## src/rtl/main_memory_arbiter.sv

```systemverilog
// Two-port round-robin arbiter and fixed-window access sequencer
// for the single-port main memory.
module main_memory_arbiter #(
  parameter int unsigned AWIDTH     = 9,
  parameter int unsigned DWIDTH     = 8,
  parameter int unsigned ACC_CYCLES = 2
) (
  input  logic              clk,
  input  logic              reset_n,
  input  logic              req0,
  input  logic              req1,
  input  logic              we0,
  input  logic              we1,
  input  logic [AWIDTH-1:0] addr0,
  input  logic [AWIDTH-1:0] addr1,
  input  logic [DWIDTH-1:0] wdata0,
  input  logic [DWIDTH-1:0] wdata1,
  output logic              done0,
  output logic              done1,
  output logic [DWIDTH-1:0] rdata0,
  output logic [DWIDTH-1:0] rdata1,
  output logic              busy,
  output logic              rd_mem,
  output logic              wr_mem,
  output logic [AWIDTH-1:0] addr_mem,
  output logic [DWIDTH-1:0] data_in,
  input  logic              ready_mem,
  input  logic [DWIDTH-1:0] mem_rdata
);

  localparam int unsigned CW = 4;

  typedef enum logic [1:0] {
    IDLE    = 2'd0,
    ACCESS  = 2'd1,
    RECOVER = 2'd2
  } state_t;

  state_t        state;
  state_t        state_nx;
  logic          last;
  logic          cur;
  logic          win;
  logic          any_req;
  logic [CW-1:0] cnt;

  assign any_req = req0 | req1;
  assign busy    = (state != IDLE);

  // On a tie the port that did not win last time goes next.
  always_comb begin
    win = 1'b0;
    unique case (1'b1)
      (req0 & ~req1): win = 1'b0;
      (~req0 & req1): win = 1'b1;
      default:        win = ~last;
    endcase
  end

  always_ff @(posedge clk or negedge reset_n) begin
    if (!reset_n) state <= IDLE;
    else          state <= state_nx;
  end

  always_comb begin
    state_nx = state;
    unique case (state)
      IDLE:    if (any_req) state_nx = ACCESS;
      ACCESS:  if (cnt == '0) state_nx = RECOVER;
      RECOVER: if (ready_mem) state_nx = IDLE;
      default: state_nx = IDLE;
    endcase
  end

  always_ff @(posedge clk or negedge reset_n) begin
    if (!reset_n) begin
      last     <= 1'b1;
      cur      <= 1'b0;
      cnt      <= '0;
      rd_mem   <= 1'b0;
      wr_mem   <= 1'b0;
      addr_mem <= '0;
      data_in  <= '0;
      done0    <= 1'b0;
      done1    <= 1'b0;
      rdata0   <= '0;
      rdata1   <= '0;
    end else begin
      done0 <= 1'b0;
      done1 <= 1'b0;
      unique case (state)
        IDLE: begin
          if (any_req) begin
            last     <= win;
            cur      <= win;
            addr_mem <= win ? addr1 : addr0;
            data_in  <= win ? wdata1 : wdata0;
            rd_mem   <= win ? ~we1 : ~we0;
            wr_mem   <= win ? we1 : we0;
            cnt      <= CW'(ACC_CYCLES - 1);
          end
        end
        ACCESS: begin
          if (cnt != '0) begin
            cnt <= cnt - CW'(1);
          end else begin
            if (rd_mem && !cur) rdata0 <= mem_rdata;
            if (rd_mem && cur)  rdata1 <= mem_rdata;
            rd_mem <= 1'b0;
            wr_mem <= 1'b0;
            done0  <= ~cur;
            done1  <= cur;
          end
        end
        default: ;
      endcase
    end
  end

endmodule
```

## config.mk

```make
export PLATFORM = sky130hd
export DESIGN_NAME = main_memory_arbiter
export DESIGN_NICKNAME = d
export VERILOG_FILES = /design/src/rtl/main_memory_arbiter.sv
export SDC_FILE = /design/constraint.sdc
export NUM_CORES = 1
export LEC_CHECK = 0
export CORE_MARGIN = 2
export CORE_UTILIZATION = 30
export DETAILED_ROUTE_END_ITERATION = 8
export PLACE_DENSITY = 0.7
export RECOVER_POWER = 50
export SLEW_MARGIN = 0
export SYNTH_ARGS = -nofsm -noshare
export SYNTH_HDL_FRONTEND = slang
export SYNTH_SLANG_ARGS = --single-unit
```

## constraint.sdc

```tcl
create_clock -name clk -period 3.1 [get_ports clk]
set_input_delay 0.31 -clock clk [delete_from_list [all_inputs] [get_ports clk]]
set_output_delay 0.31 -clock clk [all_outputs]
set_load 0.03 [all_outputs]
```

==> impl_metrics.csv, run 1 <==
group,metric,value,unit
timing,finalSetupTns,0,ps
pwr,ir_drop,0.342,mV
logic_synthesis,yosysTopAreaCellShare,53.1,%
critical_path,crit_path_end_kind,"flop",
logic_synthesis,synth.top_cells.by_area,"dfrtp_1, mux2_4, mux2i_1, o21ai_0, nand2_1",
clock_network,ctsHoldBuffers,0,
route,vias,1498,
timing,setup_viol,0,
timing,hold_viol_final,0,
place,dp_hpwl,3290,um
final_layout,n_fill_cell,654,
floorplan,die_y,87.1,um
timing,slew_viol_final,46,
run_status,outcome,"finished, violations left",
logic_synthesis,syn_nets,219,
place,gp_congestion,0.751,
final_layout,area.growth.synth_to_final,47.2,%
timing,rsz0062_at_grt,"no",
clock_network,cts_setup_buffers,0,
floorplan,ios,87,
critical_path,cp.required,3270,ps
logic_synthesis,yosysUniqueCellTypes,33,
route,wl_per_cell,12.9,um
global_route,grt_max_degree,46,
logic_synthesis,ys_warn_count,0,
global_route,grt.overflow.total,0,
min_path,hold_path_class,"reg -> reg",
critical_path,worstPathMaxFanout,8,
route,ant_nets,0,
clock_network,clockBufferDepth,2,
clock_network,cts.clk_slew.worst_paths,80,ps
global_route,track_usage,11.8,%
place,io_buffers,86,
run_status,violations,"capacitance limit, slew limit",
clock_network,cts_tree,"built",
final_layout,fin_area,3050,um2
pwr,powerDensity,1000,nW/um2
route,vias_per_cell,4.50,
logic_synthesis,synth-seq-cells,45,
final_layout,mostFrequentLayoutCells,"clkdlybuf4s50_1, dfrtp_1, nand2_1",
final_layout,layout_commonest_cell,"clkdlybuf4s50_1",
timing,skew,6.11,ps
global_route,antenna_found_initial,0,
final_layout,fin_nets,305,
place,dpl_cell_area,3000,um2
route,drc_errors,0,
floorplan,core_area,6760,um2
critical_path,cp-start-kind,"flop",
global_route,grt_pass1_vias,1467,
timing,slew_headroom,-53.7,%
floorplan,rows,30,
clock_network,cts.repair.resized,0,
timing,holdWs,481,ps
floorplan,die_w,87.1,um
critical_path,path_class,"reg -> reg",
floorplan,dieArea,7590,um2
final_layout,antenna_cells,0,
timing,max_freq,416,MHz
logic_synthesis,netlist_instances,166,
global_route,grt_pass1_wl,6960,um
final_layout,final_layout_size_suffix_gt1_share,11.9,%
logic_synthesis,yosysTopAreaCell,"dfrtp_1",
place,dp.cells,325,
floorplan,start_util,30.7,%
clock_network,cts_num_sinks,45,
final_layout,postLayoutCoreUtil,45.1,%
timing,fin_crit_sh,77.6,%
clock_network,clk_latency,280,ps
route,drt_iter0_markers,19,
final_layout,fin_cells,333,
clock_network,root_buffer,"clkbuf_8",
logic_synthesis,yosysSeqAreaShare,54.4,%
critical_path,worstPathArrival,2570,ps
pwr,p_leak,1.45,nW
route,dr.pass1.iters,4,
timing,fin_crit,2400,ps
logic_synthesis,synth_area,2070,um2
clock_network,cts_inserted_buffers,5,
logic_synthesis,postSynthAreaPerCell,12.5,um2
flow_run,maxCapViolCount,1,
timing,worst_pin_slew,2310,ps
clock_network,htreeDepth,2,
route,wirelength,4310,um
-- sequential cells by signal, summed over array words and instances (netlist names) --
signal	count
addr_mem	9
cnt	4
cur	1
data_in	8
done0	1
done1	1
last	1
rd_mem	1
rdata0	8
rdata1	8
state	2
wr_mem	1
-- final timing paths --
check | start | to | slack [ps] | cells past startpoint
worst max-delay path | cnt[0]$_DFFE_PN0P_ | rdata1[6]$_DFFE_PN0P_ | 700 | 6
worst min-delay path | data_in[2]$_DFFE_PN0P_ | data_in[2]$_DFFE_PN0P_ | 480 | 2
worst max register to register | cnt[0]$_DFFE_PN0P_ | rdata1[6]$_DFFE_PN0P_ | 700 | 6
worst min register to register | data_in[2]$_DFFE_PN0P_ | data_in[2]$_DFFE_PN0P_ | 480 | 2
max in group asynchronous | reset_n | data_in[7]$_DFFE_PN0P_ | 1070 | 1
min in group asynchronous | reset_n | rdata1[7]$_DFFE_PN0P_ | 710 | 1
-- critical path: stages, from the launching register on --
cell     delay (ps)
dfrtp_1         380
inv_1           120
ha_1            150
or3b_1          450
nor2_1          480
and3_4          390
mux2_4          320
-- power breakdown --
part / leakage, nW / switching (mW) / internal [mW]
sequential: 0.553 / 0.167 / 0.872
combinational: 0.859 / 0.904 / 0.772
clock: 0.0395 / 0.175 / 0.160
-- cell usage after synthesis --
cell and number:
ha_1 4, xor2_1 2, buf_1 1, nor2_8 1, o22ai_1 1, clkbuf_1 4
or3b_1 1, nor3_1 2, mux2_2 1, a21o_1 1, inv_1 6, or2_2 1
nand3b_4 1, o2bb2ai_1 1, nand3_1 2, and3_4 1, mux2_4 16, and2_2 1
or3_1 1, dfrtp_1 44, nand2_1 19, nor2_1 8, buf_12 1, a21oi_1 4
nor2b_1 1, buf_2 1, a211oi_2 1, o21ai_0 17, a31o_2 1, dfstp_2 1
or2b_4 1, buf_6 1, mux2i_1 18
-- through the flow --
step / total power [mW] / setup WS, ps
2_1_floorplan: 2.13 / 1170
3_3_place_gp: 2.77 / 882
3_5_place_dp: 2.81 / 809
4_1_cts: 3.15 / 997
5_1_grt: 3.26 / 489
6_report: 3.05 / 695
-- final cells by class --
class | instances | area (um2) | area share (%)
clock buffer | 8 | 80.1 | 2.63
inverter | 6 | 22.5 | 0.738
multi-input combinational | 107 | 846 | 27.7
sequential | 45 | 1130 | 37.0
tap | 80 | 100 | 3.28
timing repair buffer | 87 | 875 | 28.7
-- cell families (layout without fill, tap and decap cells) --
kind of cell               after synthesis  in the layout  synth area share (%)
xor gates and xnor gates                 2              2                 0.846
DFF                                     45             45                  54.4
and+or+nand+nor                         40             40                  10.6
muxes                                   35             35                  20.8
adders and majority gates                4              4                  2.42
AOI/OAI and AO/OA                       26             26                  7.19
buffers and inverters                   14            101                  3.74
-- routing by layer --
layer  GRT usage, %  vias up  share of wire, %
met5              0        -                 0
met4           3.36        0              0.37
met3           3.89        2               7.4
met2           19.3       58                48
met1           14.9      703                45
li1               -      735                 -
No activity file was read; power rests on OpenSTA's default activity.
==> run 2: changes to the inputs <==
--- a/config.mk
+++ b/config.mk
@@ -8,7 +8,7 @@
 export CORE_MARGIN = 2
 export CORE_UTILIZATION = 30
 export DETAILED_ROUTE_END_ITERATION = 8
-export PLACE_DENSITY = 0.7
+export PLACE_DENSITY = 0.72
 export RECOVER_POWER = 50
 export SLEW_MARGIN = 0
 export SYNTH_ARGS = -nofsm -noshare
==> constraint.sdc (replaced) <==
create_clock -name clk -period 2.2 [get_ports clk]
set_input_delay 0.22 -clock clk [delete_from_list [all_inputs] [get_ports clk]]
set_output_delay 0.22 -clock clk [all_outputs]
set_load 0.03 [all_outputs]
==> run 2 against run 1 <==
The flow now finishes without violations; clock-buffer cell count is 2 lower; die area stayed put; sequential share of layout area is 0.79 points lower; largest power group unchanged.
==> impl_metrics.csv, run 2 (synthesis results as in run 1) <==
group,metric,value,unit
run_status,outcome,"finished clean",
pwr,p_leak,1.49,nW
place,dpl_cell_area,3030,um2
global_route,antenna_found_initial,0,
route,dr.pass1.iters,2,
floorplan,die_w,87.1,um
timing,skew,5.19,ps
timing,fin_crit,2060,ps
timing,fin_crit_sh,93.6,%
critical_path,path_class,"reg -> reg",
timing,max_freq,486,MHz
final_layout,top_register,"addr_mem",
route,ant_nets,0,
route,drt_iter0_markers,48,
timing,rsz0062_at_grt,"no",
critical_path,cp.required,2370,ps
clock_network,cts.repair.resized,0,
final_layout,n_fill_cell,642,
route,wirelength,4540,um
timing,hold_viol_final,0,
final_layout,antenna_cells,0,
route,vias_per_cell,4.49,
critical_path,crit_path_end_kind,"flop",
final_layout,area.growth.synth_to_final,50.4,%
clock_network,clockBufferDepth,2,
clock_network,root_buffer,"clkbuf_8",
place,dp_hpwl,3450,um
floorplan,start_util,30.7,%
floorplan,core_area,6760,um2
global_route,grt_pass1_wl,7320,um
clock_network,cts_num_sinks,45,
timing,slew_headroom,28.0,%
route,vias,1508,
final_layout,largest_reg_flops,9,
global_route,track_usage,12.3,%
place,io_buffers,86,
final_layout,layout_commonest_cell,"clkdlybuf4s50_1",
global_route,grt.overflow.total,0,
flow_run,maxCapViolCount,0,
timing,finalSetupTns,0,ps
clock_network,cts_inserted_buffers,5,
clock_network,clk_latency,290,ps
final_layout,multi_input_area,871,um2
place,gp_congestion,0.702,
clock_network,cts.clk_slew.worst_paths,80,ps
critical_path,worstPathArrival,2230,ps
global_route,grt_pass1_vias,1540,
floorplan,dieArea,7590,um2
timing,slew_viol_final,0,
final_layout,fin_nets,309,
final_layout,final_layout_size_suffix_gt1_share,15.2,%
final_layout,mostFrequentLayoutCells,"clkdlybuf4s50_1, dfrtp_1, nand2_1",
global_route,grt_max_degree,46,
pwr,powerDensity,1410,nW/um2
timing,worst_pin_slew,1080,ps
clock_network,cts_tree,"built",
critical_path,worstPathMaxFanout,8,
floorplan,die_y,87.1,um
timing,setup_viol,0,
clock_network,htreeDepth,2,
route,drc_errors,0,
final_layout,fin_area,3120,um2
clock_network,cts_setup_buffers,0,
floorplan,rows,30,
final_layout,seq_area,1130,um2
route,wl_per_cell,13.5,um
min_path,hold_path_class,"reg -> reg",
floorplan,ios,87,
critical_path,cp-start-kind,"flop",
pwr,ir_drop,0.486,mV
-- run 2: final cells by class --
| cell class | count | area share [%] |
|---|---|---|
| Sequential cell | 45 | 36.2 |
| Multi-Input combinational cell | 107 | 27.9 |
| Tap cell | 80 | 3.21 |
| Inverter | 6 | 0.723 |
| Clock buffer | 6 | 2.65 |
| Timing Repair Buffer | 91 | 29.1 |
| Clock inverter | 1 | 0.241 |
-- run 2: metrics by stage --
stage               total power [mW]  hold WS, ps  utilization (%)  setup WS (ps)  cells
floorplan                       3.00        -75.6                -            275    166
global placement                3.92          217             44.9            214    328
detailed placement              3.99          216             44.9            140    328
CTS                             4.52          441             46.4            130    336
global route                    4.69          516             46.1           74.7    336
finish                          4.40          479             46.1            141    336
-- run 2: path summary, 6_finish.rpt --
check	start	end	slack [ps]	cells past startpoint
max	cnt[0]$_DFFE_PN0P_	rdata1[7]$_DFFE_PN0P_	140	6
min	addr_mem[8]$_DFFE_PN0P_	addr_mem[8]$_DFFE_PN0P_	480	2
max reg2reg	cnt[0]$_DFFE_PN0P_	rdata1[7]$_DFFE_PN0P_	140	6
min reg2reg	addr_mem[8]$_DFFE_PN0P_	addr_mem[8]$_DFFE_PN0P_	480	2
max in group asynchronous	reset_n	cnt[1]$_DFFE_PN0P_	790	3
min in group asynchronous	reset_n	rdata0[5]$_DFFE_PN0P_	730	3
-- run 2: worst max-delay path, cell delays in order, from the launching register on --
cell	delay (ps)
dfrtp_1	380
inv_1	110
ha_1	150
or3b_1	500
nor2_8	180
and3_4	300
mux2_4	320
-- run 2: repair_timing --
action	in CTS	in global routing
endpoints found under the setup margin	0	0
hold endpoints to repair	44	0
hold buffers	1	0
-- run 2: metal layers --
| metal | wire length (um) | part of all wire (%) | global-route usage [%] | vias up |
|---|---|---|---|---|
| met1 | 1990 | 44 | 15.5 | 699 |
| met4 | 19 | 0.42 | 2.52 | 0 |
| li1 | - | - | - | 748 |
| met2 | 2230 | 49 | 21.0 | 59 |
| met5 | 0 | 0 | 0 | - |
| met3 | 304 | 6.7 | 3.60 | 2 |
-- run 2: power by group --
part	switching, mW	leakage [nW]	internal [mW]
Sequential	0.233	0.553	1.23
Clock	0.263	0.0433	0.248
Combinational	1.31	0.893	1.12
Total	1.81	1.49	2.59
